==> src/rtl/alu_arbiter_ctrl_if.sv <==
// Bundle of requester, shared-ALU and response signals for alu_arbiter_ctrl.
// slave: the arbiter itself; master: the surrounding requesters, ALU and consumer.
interface alu_arbiter_ctrl_if;
    logic       req0_valid;
    logic       req1_valid;
    logic       req0_ready;
    logic       req1_ready;
    logic [3:0] req0_a;
    logic [3:0] req0_b;
    logic [3:0] req1_a;
    logic [3:0] req1_b;
    logic       req0_cin;
    logic       req1_cin;
    logic [2:0] req0_ctrl;
    logic [2:0] req1_ctrl;
    logic [3:0] alu_a;
    logic [3:0] alu_b;
    logic       alu_cin;
    logic [2:0] alu_ctrl;
    logic [3:0] alu_out;
    logic       alu_cout;
    logic       rsp_valid;
    logic       rsp_ready;
    logic       rsp_id;
    logic [4:0] rsp_data;
    logic       busy;
    logic [7:0] op_count;

    modport slave (
        input  req0_valid, req1_valid, req0_a, req0_b, req1_a, req1_b,
        input  req0_cin, req1_cin, req0_ctrl, req1_ctrl,
        input  alu_out, alu_cout, rsp_ready,
        output req0_ready, req1_ready, alu_a, alu_b, alu_cin, alu_ctrl,
        output rsp_valid, rsp_id, rsp_data, busy, op_count
    );

    modport master (
        output req0_valid, req1_valid, req0_a, req0_b, req1_a, req1_b,
        output req0_cin, req1_cin, req0_ctrl, req1_ctrl,
        output alu_out, alu_cout, rsp_ready,
        input  req0_ready, req1_ready, alu_a, alu_b, alu_cin, alu_ctrl,
        input  rsp_valid, rsp_id, rsp_data, busy, op_count
    );
endinterface

==> src/rtl/alu_arbiter_ctrl.sv <==
// Two-requester round-robin arbiter in front of a shared combinational 4-bit ALU.
// Accepted operands are held on the ALU for HOLD_CYCLES cycles, then the result is
// captured and offered on a valid/ready response channel.
module alu_arbiter_ctrl #(
    parameter int unsigned HOLD_CYCLES = 1
) (
    input logic          clk,
    input logic          rst_n,
    alu_arbiter_ctrl_if.slave bus
);
    typedef enum logic [1:0] {StIdle, StDrive, StResp} state_e;

    localparam logic [3:0] HoldInit = 4'(HOLD_CYCLES - 1);

    state_e     state_q, state_d;
    logic       ptr_q, ptr_d;
    logic       owner_q, owner_d;
    logic [3:0] cnt_q, cnt_d;
    logic [3:0] alu_a_q, alu_a_d;
    logic [3:0] alu_b_q, alu_b_d;
    logic       alu_cin_q, alu_cin_d;
    logic [2:0] alu_ctrl_q, alu_ctrl_d;
    logic [4:0] rsp_data_q, rsp_data_d;
    logic [7:0] op_count_q, op_count_d;

    logic       grant_any;
    logic       grant_id;
    logic       accept;

    // Round-robin pick: the pointer's requester wins a tie, a lone requester always wins.
    always_comb begin
        grant_any = bus.req0_valid | bus.req1_valid;
        if (!ptr_q) begin
            grant_id = bus.req0_valid ? 1'b0 : 1'b1;
        end else begin
            grant_id = bus.req1_valid ? 1'b1 : 1'b0;
        end
    end

    // Next-state logic for the FSM and all datapath registers.
    always_comb begin
        state_d    = state_q;
        ptr_d      = ptr_q;
        owner_d    = owner_q;
        cnt_d      = cnt_q;
        alu_a_d    = alu_a_q;
        alu_b_d    = alu_b_q;
        alu_cin_d  = alu_cin_q;
        alu_ctrl_d = alu_ctrl_q;
        rsp_data_d = rsp_data_q;
        op_count_d = op_count_q;
        accept     = 1'b0;
        unique case (state_q)
            StIdle: begin
                if (grant_any) begin
                    accept     = 1'b1;
                    owner_d    = grant_id;
                    alu_a_d    = grant_id ? bus.req1_a    : bus.req0_a;
                    alu_b_d    = grant_id ? bus.req1_b    : bus.req0_b;
                    alu_cin_d  = grant_id ? bus.req1_cin  : bus.req0_cin;
                    alu_ctrl_d = grant_id ? bus.req1_ctrl : bus.req0_ctrl;
                    cnt_d      = HoldInit;
                    state_d    = StDrive;
                end
            end
            StDrive: begin
                if (cnt_q == 4'd0) begin
                    rsp_data_d = {bus.alu_cout, bus.alu_out};
                    state_d    = StResp;
                end else begin
                    cnt_d = cnt_q - 4'd1;
                end
            end
            StResp: begin
                // Fairness advances only on a completed response, not on accept.
                if (bus.rsp_ready) begin
                    ptr_d      = ~ptr_q;
                    op_count_d = op_count_q + 8'd1;
                    state_d    = StIdle;
                end
            end
            default: state_d = StIdle;
        endcase
    end

    // State and datapath registers; reset drops any in-flight operation.
    always_ff @(posedge clk or negedge rst_n) begin
        if (!rst_n) begin
            state_q    <= StIdle;
            ptr_q      <= 1'b0;
            owner_q    <= 1'b0;
            cnt_q      <= 4'd0;
            alu_a_q    <= 4'd0;
            alu_b_q    <= 4'd0;
            alu_cin_q  <= 1'b0;
            alu_ctrl_q <= 3'd0;
            rsp_data_q <= 5'd0;
            op_count_q <= 8'd0;
        end else begin
            state_q    <= state_d;
            ptr_q      <= ptr_d;
            owner_q    <= owner_d;
            cnt_q      <= cnt_d;
            alu_a_q    <= alu_a_d;
            alu_b_q    <= alu_b_d;
            alu_cin_q  <= alu_cin_d;
            alu_ctrl_q <= alu_ctrl_d;
            rsp_data_q <= rsp_data_d;
            op_count_q <= op_count_d;
        end
    end

    // Ready is gated by rst_n so a held request cannot see ready while reset is low.
    assign bus.req0_ready = rst_n & accept & ~grant_id;
    assign bus.req1_ready = rst_n & accept & grant_id;
    assign bus.alu_a      = alu_a_q;
    assign bus.alu_b      = alu_b_q;
    assign bus.alu_cin    = alu_cin_q;
    assign bus.alu_ctrl   = alu_ctrl_q;
    assign bus.rsp_valid  = (state_q == StResp);
    assign bus.rsp_id     = owner_q;
    assign bus.rsp_data   = rsp_data_q;
    assign bus.busy       = (state_q != StIdle);
    assign bus.op_count   = op_count_q;
endmodule

==> src/flat_wrapper.sv <==
// flat-port wrapper written by rule: the top's interface ports become plain ports
module alu_arbiter_ctrl_flat 
#(
    parameter int unsigned HOLD_CYCLES = 1
)
  (clk, rst_n, bus_req0_valid, bus_req1_valid, bus_req0_a, bus_req0_b, bus_req1_a, bus_req1_b, bus_req0_cin, bus_req1_cin, bus_req0_ctrl, bus_req1_ctrl, bus_alu_out, bus_alu_cout, bus_rsp_ready, bus_req0_ready, bus_req1_ready, bus_alu_a, bus_alu_b, bus_alu_cin, bus_alu_ctrl, bus_rsp_valid, bus_rsp_id, bus_rsp_data, bus_busy, bus_op_count);
  alu_arbiter_ctrl_if bus_i ();
  input logic clk;
  input logic rst_n;
  input wire logic [$bits(bus_i.req0_valid)-1:0] bus_req0_valid;
  input wire logic [$bits(bus_i.req1_valid)-1:0] bus_req1_valid;
  input wire logic [$bits(bus_i.req0_a)-1:0] bus_req0_a;
  input wire logic [$bits(bus_i.req0_b)-1:0] bus_req0_b;
  input wire logic [$bits(bus_i.req1_a)-1:0] bus_req1_a;
  input wire logic [$bits(bus_i.req1_b)-1:0] bus_req1_b;
  input wire logic [$bits(bus_i.req0_cin)-1:0] bus_req0_cin;
  input wire logic [$bits(bus_i.req1_cin)-1:0] bus_req1_cin;
  input wire logic [$bits(bus_i.req0_ctrl)-1:0] bus_req0_ctrl;
  input wire logic [$bits(bus_i.req1_ctrl)-1:0] bus_req1_ctrl;
  input wire logic [$bits(bus_i.alu_out)-1:0] bus_alu_out;
  input wire logic [$bits(bus_i.alu_cout)-1:0] bus_alu_cout;
  input wire logic [$bits(bus_i.rsp_ready)-1:0] bus_rsp_ready;
  output wire logic [$bits(bus_i.req0_ready)-1:0] bus_req0_ready;
  output wire logic [$bits(bus_i.req1_ready)-1:0] bus_req1_ready;
  output wire logic [$bits(bus_i.alu_a)-1:0] bus_alu_a;
  output wire logic [$bits(bus_i.alu_b)-1:0] bus_alu_b;
  output wire logic [$bits(bus_i.alu_cin)-1:0] bus_alu_cin;
  output wire logic [$bits(bus_i.alu_ctrl)-1:0] bus_alu_ctrl;
  output wire logic [$bits(bus_i.rsp_valid)-1:0] bus_rsp_valid;
  output wire logic [$bits(bus_i.rsp_id)-1:0] bus_rsp_id;
  output wire logic [$bits(bus_i.rsp_data)-1:0] bus_rsp_data;
  output wire logic [$bits(bus_i.busy)-1:0] bus_busy;
  output wire logic [$bits(bus_i.op_count)-1:0] bus_op_count;
  assign bus_i.req0_valid = bus_req0_valid;
  assign bus_i.req1_valid = bus_req1_valid;
  assign bus_i.req0_a = bus_req0_a;
  assign bus_i.req0_b = bus_req0_b;
  assign bus_i.req1_a = bus_req1_a;
  assign bus_i.req1_b = bus_req1_b;
  assign bus_i.req0_cin = bus_req0_cin;
  assign bus_i.req1_cin = bus_req1_cin;
  assign bus_i.req0_ctrl = bus_req0_ctrl;
  assign bus_i.req1_ctrl = bus_req1_ctrl;
  assign bus_i.alu_out = bus_alu_out;
  assign bus_i.alu_cout = bus_alu_cout;
  assign bus_i.rsp_ready = bus_rsp_ready;
  assign bus_req0_ready = bus_i.req0_ready;
  assign bus_req1_ready = bus_i.req1_ready;
  assign bus_alu_a = bus_i.alu_a;
  assign bus_alu_b = bus_i.alu_b;
  assign bus_alu_cin = bus_i.alu_cin;
  assign bus_alu_ctrl = bus_i.alu_ctrl;
  assign bus_rsp_valid = bus_i.rsp_valid;
  assign bus_rsp_id = bus_i.rsp_id;
  assign bus_rsp_data = bus_i.rsp_data;
  assign bus_busy = bus_i.busy;
  assign bus_op_count = bus_i.op_count;
  alu_arbiter_ctrl #(.HOLD_CYCLES(HOLD_CYCLES)) u_core (.clk(clk), .rst_n(rst_n), .bus(bus_i));
endmodule
==> config.mk <==
export PLATFORM = sky130hd
export DESIGN_NAME = alu_arbiter_ctrl_flat
export DESIGN_NICKNAME = d
export VERILOG_FILES = /design/src/rtl/alu_arbiter_ctrl_if.sv /design/src/rtl/alu_arbiter_ctrl.sv /design/src/flat_wrapper.sv
export SDC_FILE = /design/constraint.sdc
export NUM_CORES = 1
export LEC_CHECK = 0
export BUFFER_PORTS_ARGS = -buffer_cell sky130_fd_sc_hd__buf_2
export CAP_MARGIN = 40
export CORE_UTILIZATION = 30
export DETAILED_ROUTE_END_ITERATION = 6
export GPL_TIMING_DRIVEN = 0
export PLACE_DENSITY = 0.68
export SLEW_MARGIN = 15
export SYNTH_ARGS = -nofsm -noshare
export SYNTH_HDL_FRONTEND = slang
export SYNTH_SLANG_ARGS = --single-unit
==> constraint.sdc <==
create_clock -name clk -period 1.4 [get_ports clk]
set_input_delay 0.35 -clock clk [delete_from_list [all_inputs] [get_ports clk]]
set_output_delay 0.35 -clock clk [all_outputs]
set_load 0.005 [all_outputs]
==> results of run 1 <==
-- sequential cells by signal, summed over array words and instances (netlist names) --
signal and flops:
u_core.bus.rsp_id 1, u_core.bus.alu_a 4, u_core.bus.op_count 8, u_core.bus.alu_ctrl 3, u_core.ptr_q 1, u_core.bus.alu_cin 1
u_core.bus.alu_b 4, u_core.state_q 2, u_core.cnt_q 4, u_core.bus.rsp_data 5
-- routing by layer --
metal	track usage	up-vias	routed length, µm
met4	0.05011	0	54
met5	0	-	0
met2	0.2459	20	2214
met3	0.03315	4	80
li1	-	637	-
met1	0.2084	690	1739
-- layout by cell type (no fill, tap or decap), drive strengths merged, types with 2 or more instances in the layout --
| cell | netlist | routed |
|---|---|---|
| buf | 3 | 85 |
| nand2b | 5 | 5 |
| inv | 4 | 4 |
| nor2 | 4 | 4 |
| nand3 | 2 | 2 |
| a221o | 12 | 12 |
| a21boi | 12 | 12 |
| ha | 3 | 3 |
| xnor2 | 4 | 4 |
| nor3 | 3 | 3 |
| xor2 | 4 | 4 |
| nand2 | 4 | 4 |
| clkbuf | 3 | 9 |
| mux2 | 6 | 6 |
| and2 | 2 | 2 |
| o21ai | 3 | 3 |
| and3 | 3 | 3 |
| dfrtp | 33 | 33 |
| nand4 | 2 | 2 |
-- cell type report --
type                       instances  share of cell area
sequential                        33              0.3546
multi-input combinational         82              0.3289
timing repair buffer              86              0.2280
clock buffer                       7             0.04131
tap                               67             0.03594
inverter                           4            0.007511
clock inverter                     1            0.002146
buffer                             1            0.001609
-- what timing repair did --
| action | 4_1_cts | 5_1_grt |
|---|---|---|
| endpoints found under the setup margin | 22 | 28 |
| gates resized for setup | 26 | 24 |
| pin swaps | 4 | 9 |
| buffers inserted | 19 | 7 |
| hold buffers | 0 | 0 |
| cloned | 0 | 0 |
| hold endpoints to repair | 0 | 0 |
-- final timing paths --
check / slack (ns) / end / start / depth (start not counted)
worst min register to register: 0.47 / u_core.bus.op_count[7] / u_core.bus.op_count[7] / 1
worst min-delay path: 0.05 / u_core.bus.op_count[7] / rst_n / 1
worst max register to register: -0.07 / u_core.bus.rsp_data[0] / u_core.cnt_q[0] / 5
min in group clk: 0.30 / u_core.bus.alu_ctrl[2] / bus_req1_ctrl[2] / 2
worst max-delay path: -0.24 / bus_req0_ready / u_core.state_q[1] / 4
max in group asynchronous: 0.99 / u_core.state_q[0] / rst_n / 1
-- power by group --
part	total, mW	switching (mW)	internal, mW
Sequential	1.63	0.275	1.35
Clock	0.776	0.332	0.444
Combinational	2.38	1.02	1.36
-- worst reg2reg max path, stage by stage (launching register included) --
cell      delay [ns]
dfrtp_1         0.40
inv_2           0.09
ha_4            0.13
nor3b_4         0.27
nand3b_4        0.15
mux2_4          0.31
-- metrics by stage --
stage	setup TNS, ns	worst slack (ns)	power [mW]	hold WS (ns)	cells
after global placement	-2.538	-0.2778	3.258	0.4550	255
after global routing	-1.951	-0.2811	5.094	0.08336	281
after CTS	-1.779	-0.3752	4.656	0.1686	280
after floorplan	-0.2525	-0.04037	2.649	0.05441	125
final	-1.202	-0.2391	4.782	0.04606	281
after detailed placement	-2.801	-0.2772	3.311	0.4551	255
-- logic make-up after synthesis --
| logic type | Yosys count |
|---|---|
| AO/OA/AOI/OAI | 34 |
| flip-flops | 33 |
| AND/OR/NAND/NOR | 30 |
| buffers and inverters | 10 |
| XOR/XNOR | 8 |
| multiplexers | 7 |
| adder cells (fa/ha/maj) | 3 |
==> results by group, run 1 <==
Outcome
  • Status: complete, but fails checks
  • Violated checks: setup timing

Place
  • Number of port buffers: 63
  • Post-DP HPWL: around 2600 µm
  • Area after DPL: 1929 µm²
  • GP Congestion: 0.7565

CTS
  • Clock latency at the later pin of the worst-skew pair: approximately 0.27 ns
  • H-tree Lvls: 2
  • CTS tree: done
  • CTS Sinks: 33
  • CTS max path bufs: 2
  • Clock Pin Slew Worst Setup and Hold Paths: 0.07 ns
  • CTS root buf: clkbuf_8
  • Num CTS Buffers: 5

Final layout
  • Share of cells above drive strength 1: 0.5888
  • Core Util, Final: 0.4842
  • Area Growth Syn to Fin: 53.16%
  • Design area: between 2000 and 2500 µm²
  • Multi-input gate area: 767.0 µm²
  • Antenna cell count: 0
  • Reg area: 827.0 µm²
  • # fillers: 455
  • Final nets: 250

Critical path
  • Critical path required time: approximately 1.1 ns
  • Crit path max-delay family: simple AND/OR/NAND/NOR gates
  • Worst setup SP type: flip-flop
  • Slowest stage delay, CP: 0.42 ns
  • Crit. End Element: primary output
  • CP Cell Sequence: nor2_4 > and3_4 > and2_4 > buf_6
  • Buffers and inverters on the worst path: 1
  • WP data arrival: 1.29 ns
  • CP Max Fanout: 3
  • Critical path type: flip-flop to primary output
  • Slowest CP cell: dfrtp_1

Synth
  • Synth Area in XOR/XNOR: 0.04601
  • Syn Nets: ~160
  • Sequential element share of the synthesized area: 0.5423
  • EDFF count, synth: 0
  • Syn Inst Count: 125
  • Synth area leader: dfrtp_1
  • Top cells by area, synth: dfrtp_1 54%, a221o_1 7.9%, a21boi_0 5.9%, mux2_2 3.7%, ha_1 2.5%
  • Largest family of logic cells by synthesized area: compound AO/OA/AOI/OAI gates
  • Syn_area_per_cell: between 10 and 15 µm²
  • Mapped Area: 1523 µm²
  • Synth top cells by count: 33 x dfrtp_1, 12 x a21boi_0, 12 x a221o_1
  • Synth Register Bits: 33
  • Ys flop type: dfrtp_1
  • Synth cell types: 36
  • Post-synth ARST share: 1.000
  • Fraction of synthesized area in multiplexers: 0.05094
  • Synthesis warning total: 0
  • Simple-gate share of the synthesized area: 0.1216
  • Count leader, synth: dfrtp_1
  • Synth Area in Compound Gates: 0.1832
  • Post-synth top area share: 0.5423
  • Adder-cell share of the synthesized area: 0.02465

Timing
  • Final Critical Period: ~1.6 ns
  • Count of final setup violators: 13
  • RSZ-0062 raised after global routing: true
  • Slew Limit Headroom: 0.6859
  • Final worst-path cycle share: 1.171
  • Max Freq: 610.1 MHz
  • Hold Vio Cnt, Final: 0
  • Fin. max-slew vios: 0
  • Setup ws final: -0.2391 ns
  • Skew final: 0.006072 ns
  • Worst slew pin tran: between 0.4 and 0.5 ns

GRT
  • Initial antenna violation count: 0
  • Largest net degree at the start of global routing: 36
  • Total track usage: 0.1542
  • Gr ovfl total: 0
  • First-pass GRT wire length: between 6000 and 7000 µm
  • Vias in the first global route: 1318

Drt
  • DRT Pass-1 Iters: 4
  • Vias: 1351
  • Starting DRT DRC Count: 64
  • Vias per cell: 4.808
  • DR DRC count: 0
  • Final ANT Viol Nets: 0
  • Final wirelength: 4089 µm
  • Avg WL per Cell: ~15 µm

Floorplanning
  • # IOs: 64
  • Initial Utilization: 0.3161
  • FP Rows: 25
  • Chip height: 73.25 µm
  • Die Span X: 73.25 µm
  • Die Area: 5365 µm²
  • Core footprint: just under 5000 µm²

Power and ir drop
  • Power density over the cells: 2050 nW/µm²
  • LEAKAGE: about 1.2 nW
  • Max rail drop VDD: around 0.00093 V

Min path
  • Worst hold path class: input port to asynchronous set/reset pin

Job
  • Max Cap Viol: 0
Note: power is estimated with default switching activity, not from simulation.
==> inputs of run 2 (changes only) <==
- CORE_MARGIN: default -> 4
==> run 2 against run 1 <==
  * The flow still finishes with violations (setup timing)
  * First-iteration DRC count decreased by 1.6%
  * Via count fell by 1.3%
  * Combinational power is 3% lower
  * Wire length shrank 0.98%
  * Die area rose by 17%
  * Clock skew fell by 0.0021 ns
  * Sequential cell count did not move
  * Utilization fell by 0.57 points
  * Count of clock-buffer cells in the layout stayed put
  * Register-to-register slack hardly changed
  * Non-clock buffer count is 3 lower
  * Power decreased by 2.7%
  * Largest cell class unchanged
==> results by group, run 2 (same netlist as run 1, synthesis figures left out) <==
Drt
  • DRT Pass-1 Iters: 4 (unchanged)
  • Vias: 1333 (-1.3%)
  • DR DRC count: 0 (unchanged)
  • Starting DRT DRC Count: 63 (-1.6%)
  • Final ANT Viol Nets: 0 (unchanged)
  • Final wirelength: 4049 µm (-0.98%)
  • Vias per cell: 4.812 (about the same)
  • Avg WL per Cell: 14.62 µm (+0.45%)

CTS
  • CTS max path bufs: 2 (unchanged)
  • CTS root buf: clkbuf_8
  • H-tree Lvls: 2 (unchanged)
  • Clock Pin Slew Worst Setup and Hold Paths: 0.06 ns (about the same)
  • Num CTS Buffers: 5 (unchanged)
  • Clock latency at the later pin of the worst-skew pair: 0.28 ns (about the same)
  • CTS tree: done
  • Hold_buf cts: 0 (unchanged)
  • CTS Sinks: 33 (unchanged)

Place
  • Post-DP HPWL: 2734 µm (+4.0%)
  • Cell count after placement: 255 (unchanged)
  • Number of port buffers: 63 (unchanged)
  • GP Congestion: 0.7886 (+4.2%)

Final layout
  • Final nets: 247 (-1.2%)
  • Most frequent cells in the layout: 59 x buf_2, 32 x dfrtp_1, 14 x buf_4, 12 x a21boi_0, 12 x a221o_1
  • Antenna cell count: 0 (unchanged)
  • Area Growth Syn to Fin: 51.36%
  • Max reg flops: 8 (unchanged)
  • Share of cells above drive strength 1: 0.5714 (-0.01736)
  • Final Non-Filler Cells: 277 (-1.4%)
  • Most common cell after layout, fill and taps aside: buf_2

Outcome
  • Status: complete, but fails checks
  • Violated checks: setup timing

GRT
  • Vias in the first global route: 1507 (+14%)
  • Initial antenna violation count: 0 (unchanged)
  • Largest net degree at the start of global routing: 36 (unchanged)
  • First-pass GRT wire length: 6865 µm (+8.1%)
  • Gr ovfl total: 0 (unchanged)
  • Total track usage: 0.1386 (-0.01563)

Timing
  • Count of final setup violators: 10 (-3)
  • Skew final: 0.003929 ns (-0.002142 ns)
  • Final TNS setup: -0.9916 ns (+0.2102 ns)
  • Setup ws final: -0.2423 ns (-0.003214 ns)
  • Fin. max-slew vios: 0 (unchanged)
  • Worst slew pin tran: 0.4415 ns (-0.02968 ns)
  • Hold Vio Cnt, Final: 0 (unchanged)
  • Final Critical Period: 1.642 ns (+0.003214 ns)
  • Final worst-path cycle share: 1.173 (+0.002296)
  • Slew Limit Headroom: 0.7057 (+0.01979)
  • Max Freq: 608.9 MHz (-0.20%)
  • RSZ-0062 raised after global routing: true

Critical path
  • WP data arrival: 1.29 ns (about the same)
  • CP Cell Sequence: nor2_4 > and3_4 > and2_4 > buf_6
  • Slowest CP cell: dfrtp_1
  • CP Max Fanout: 4 (+1)
  • R2r setup slk: -0.06 ns (about the same)
  • Critical path launch point: u_core.state_q[1]
  • Critical path type: flip-flop to primary output
  • Reg-to-reg critical path startpoint: u_core.cnt_q[1]
  • Slowest stage delay, CP: 0.41 ns (about the same)
  • Critical path required time: 1.05 ns (about the same)
  • Crit. End Element: primary output
  • Worst reg2reg path endpoint: u_core.bus.rsp_data[4]
  • Reg2reg path depth: 5 (unchanged)
  • Worst setup SP type: flip-flop

Floorplanning
  • Chip height: 79.25 µm (+8.2%)
  • Initial Utilization: 0.3161 (unchanged)
  • FP Rows: 25 (unchanged)
  • Die Area: 6280 µm² (+17%)
  • Core footprint: 4817 µm² (unchanged)
  • Die Span X: 79.25 µm (+8.2%)
  • # IOs: 64 (unchanged)

Power and ir drop
  • Power density over the cells: 2018 nW/µm² (-1.6%)
  • Max rail drop VDD: 0.0008195 V (-12%)
  • LEAKAGE: 1.187 nW (-1.0%)

Job
  • Max Cap Viol: 0 (unchanged)

Min path
  • Worst hold path class: input port to asynchronous set/reset pin
-- run 2: stage by stage --
| stage | cell area [µm²] | hold slack, ns | util | power [mW] | worst slack [ns] |
|---|---|---|---|---|---|
| final | 2305 | 0.01480 | 0.4784 | 4.652 | -0.2423 |
| after global routing | 2305 | 0.04122 | 0.4784 | 5.006 | -0.3070 |
| after CTS | 2213 | 0.02293 | 0.4595 | 4.464 | -0.3242 |
| after detailed placement | 1929 | 0.4597 | 0.4005 | 3.302 | -0.3008 |
| after global placement | 1929 | 0.4544 | 0.4005 | 3.255 | -0.2855 |
| after floorplan | 1530 | 0.05441 | - | 2.649 | -0.04037 |
-- run 2: power breakdown --
group | total, mW | switching [mW] | internal, mW
clock | 0.707 | 0.317 | 0.390
combinational | 2.32 | 0.983 | 1.34
sequential | 1.63 | 0.275 | 1.35
total | 4.65 | 1.57 | 3.08
-- run 2: worst max-delay path by stage --
stage / endpoint / slack (ns) / cells after the start
5_1_grt: bus_req1_ready / -0.31 / 4
3_3_place_gp: bus_req1_ready / -0.29 / 3
2_1_floorplan: u_core.bus.rsp_data[0] / -0.04 / 5
3_5_place_dp: bus_req1_ready / -0.30 / 3
4_1_cts: bus_req1_ready / -0.32 / 5
6_report: bus_req1_ready / -0.24 / 4
-- run 2: routing by layer --
layer  GRT usage  wire, µm  vias up
met3     0.02608       128        6
met2      0.2391      2211       27
met5           0         0        -
met1      0.1642      1629      672
li1            -         -      628
met4     0.06873        80        0
-- run 2: cell type report --
type / count / area (µm²)
fillers: 465 / 2512
flip-flops and latches: 33 / 827.0
well taps: 67 / 83.83
multi-input cells: 82 / 764.5
inverters: 4 / 17.52
clock buffers: 7 / 86.33
plain buffers: 2 / 15.01
repair buffers: 82 / 510.5
-- run 2: worst max-delay path: cells and delay by family (launching register included) --
family        cells  cell delay [ns]
buf+inv           1             0.09
simple gates      3             0.52
flops             1             0.41
-- run 2: timing repair --
item | CTS | global route
resized for setup | 25 | 18
gates cloned | 0 | 0
setup endpoints to repair | 20 | 27
pin swaps | 6 | 7
setup buffers | 15 | 6
==> inputs of run 3 (changes only) <==
- CELL_PAD_IN_SITES_DETAIL_PLACEMENT: default -> 0
- CELL_PAD_IN_SITES_GLOBAL_PLACEMENT: default -> 1
- GPL_TIMING_DRIVEN: 0 -> 1
- PLACE_DENSITY: 0.68 -> 0.82
- SETUP_SLACK_MARGIN: default -> 0.1
==> run 3 against run 2 <==
  * The run still ends with setup timing left
  * Worst hold slack better by 0.074 ns
  * Non-clock buffer count is 9 higher
  * Utilization grew 2.6 points
  * Sequential power about the same
  * Sequential cell count did not move
  * Clock power grew 10%
  * Die area unchanged
==> results by group, run 3 (same netlist as run 1, synthesis figures left out) <==
Outcome
  • Status: complete, but fails checks
  • Violated checks: setup timing

Final layout
  • Most common cell after layout, fill and taps aside: buf_2
  • Most frequent cells in the layout: 60 x buf_2, 32 x dfrtp_1, 20 x buf_4, 12 x a21boi_0, 12 x a221o_1
  • Share of cells above drive strength 1: 0.6136 (+0.04221)
  • # fillers: 432 (-7.1%)
  • Max reg flops: 8 (unchanged)
  • Final nets: 256 (+3.6%)
  • Antenna cell count: 0 (unchanged)
  • Final Non-Filler Cells: 287 (+3.6%)
  • Design area: 2429 µm² (+5.4%)
  • Area Growth Syn to Fin: 59.49%
  • Multi-input gate area: 804.5 µm² (+5.2%)
  • Reg area: 827.0 µm² (unchanged)

CTS
  • CTS Sinks: 33 (unchanged)
  • Clock latency at the later pin of the worst-skew pair: 0.28 ns (about the same)
  • CTS max path bufs: 2 (unchanged)
  • Num CTS Buffers: 5 (unchanged)
  • CTS root buf: clkbuf_8
  • Clock Pin Slew Worst Setup and Hold Paths: 0.07 ns (about the same)
  • CTS tree: done
  • H-tree Lvls: 2 (unchanged)

GRT
  • Largest net degree at the start of global routing: 23 (-36%)
  • First-pass GRT wire length: 6617 µm (-3.6%)
  • Initial antenna violation count: 0 (unchanged)
  • Met1 Use GR: 0.1661 (+0.001902)
  • Total track usage: 0.1363 (-0.002271)
  • Met3 Usage GRT: 0.02948 (+0.003401)
  • Gr ovfl total: 0 (unchanged)
  • Grt peak-use layer: met2
  • Grt met2 use: 0.2256 (-0.01347)
  • Vias in the first global route: 1378 (-8.6%)

Place
  • Cell count after placement: 261 (+2.4%)
  • GP Congestion: 0.7691 (-2.5%)
  • Area after DPL: 1984 µm² (+2.9%)
  • Number of port buffers: 63 (unchanged)
  • Post-DP HPWL: 2916 µm (+6.7%)

Power and ir drop
  • LEAKAGE: 1.262 nW (+6.4%)
  • Max rail drop VDD: 0.0008878 V (+8.3%)
  • Power density over the cells: 2007 nW/µm² (-0.56%)

Timing
  • Slew Limit Headroom: 0.7907 (+0.08506)
  • Final TNS setup: -0.7391 ns (+0.2524 ns)
  • Setup ws final: -0.2115 ns (+0.03077 ns)
  • Count of final setup violators: 9 (-1)
  • Final worst-path cycle share: 1.151 (-0.02198)
  • Fin. max-slew vios: 0 (unchanged)
  • Skew final: 0.005770 ns (+0.001841 ns)
  • Final Critical Period: 1.612 ns (-0.03077 ns)
  • WHS: 0.08922 ns (+0.07442 ns)
  • Hold Vio Cnt, Final: 0 (unchanged)
  • Max Freq: 620.5 MHz (+1.9%)
  • Worst slew pin tran: 0.3127 ns (-0.1287 ns)
  • RSZ-0062 raised after global routing: true

Floorplanning
  • Die Area: 6280 µm² (unchanged)
  • Initial Utilization: 0.3161 (unchanged)
  • FP Rows: 25 (unchanged)
  • Die Span X: 79.25 µm (unchanged)
  • Chip height: 79.25 µm (unchanged)
  • # IOs: 64 (unchanged)
  • Core footprint: 4817 µm² (unchanged)

Critical path
  • Worst setup SP type: flip-flop
  • Reg-to-reg critical path startpoint: u_core.cnt_q[0]
  • Crit path max-delay family: simple AND/OR/NAND/NOR gates
  • Critical path required time: 1.05 ns (about the same)
  • WP data arrival: 1.26 ns (-0.03 ns)
  • Crit path depth: 4 (unchanged)
  • Slowest stage delay, CP: 0.41 ns (about the same)
  • Slowest CP cell: dfrtp_1
  • Critical path launch point: u_core.state_q[1]
  • Critical path type: flip-flop to primary output
  • CP Cell Sequence: nor2_4 > and3_4 > and2_4 > buf_6
  • Reg2reg path depth: 5 (unchanged)
  • R2r setup slk: -0.04 ns (+0.02 ns)
  • Buffers and inverters on the worst path: 1 (unchanged)
  • CP Max Fanout: 4 (unchanged)
  • Crit. End Element: primary output

Drt
  • Final ANT Viol Nets: 0 (unchanged)
  • Final wirelength: 4052 µm (about the same)
  • Vias per cell: 4.718 (-2.0%)
  • Avg WL per Cell: 14.12 µm (-3.4%)
  • Vias: 1354 (+1.6%)
  • Starting DRT DRC Count: 71 (+13%)
  • DRT Pass-1 Iters: 4 (unchanged)
  • DR DRC count: 0 (unchanged)

Job
  • Max Cap Viol: 0 (unchanged)

Min path
  • Worst hold path class: input port to asynchronous set/reset pin
[run 3: cell count changes in the layout (fill, tap and decap cells not counted), sizes merged]
cell	previous run	this run
clkinv	0	1
clkbuf	8	7
dlygate4sd3	0	2
buf	83	91
[run 3: layout make-up]
class                      instances  area share
timing repair buffer              93      0.2447
clock inverter                     1    0.002061
sequential                        33      0.3405
tap                               67     0.03452
inverter                           4    0.007213
clock buffer                       7     0.03967
multi-input combinational         82      0.3313
[run 3: worst reg2reg max path, delay by kind of cell (launching register included)]
| kind | cells | cell delay [ns] |
|---|---|---|
| adders and majority gates | 1 | 0.13 |
| buffers and inverters | 1 | 0.10 |
| DFF | 1 | 0.39 |
| muxes | 1 | 0.32 |
| and+or+nand+nor | 2 | 0.40 |
[run 3: repair_timing]
| action | in CTS | in global routing |
|---|---|---|
| setup endpoints to repair | 24 | 38 |
| hold endpoints to repair | 5 | 0 |
| resized for setup | 25 | 23 |
| buffers inserted | 8 | 10 |
| pin swaps | 14 | 13 |
| cloned | 1 | 0 |
| hold buffers | 2 | 0 |
[run 3: through the flow]
step / setup WS [ns] / util / power, mW
2_1_floorplan: -0.04037 / - / 2.649
3_3_place_gp: -0.007927 / 0.4119 / 3.393
3_5_place_dp: -0.06760 / 0.4119 / 3.431
4_1_cts: -0.2203 / 0.4725 / 4.620
5_1_grt: -0.2607 / 0.5042 / 5.231
6_report: -0.2115 / 0.5042 / 4.874
[run 3: final timing paths]
kind | to
max in group asynchronous | u_core.bus.alu_b[1]
worst max-delay path | bus_req0_ready
worst max register to register | u_core.bus.rsp_data[2]
worst min register to register | u_core.bus.op_count[7]
worst min-delay path | u_core.cnt_q[1]
min in group clk | u_core.bus.alu_b[0]
[run 3: per-layer routing]
metal / part of all wire / up-vias
li1: - / 653
met1: 0.42 / 673
met2: 0.52 / 21
met3: 0.028 / 7
met4: 0.025 / 0
met5: 0 / -
[run 3: power by group]
| part | switching (mW) | internal [mW] |
|---|---|---|
| sequential | 0.275 | 1.35 |
| combinational | 1.04 | 1.43 |
| clock | 0.335 | 0.444 |
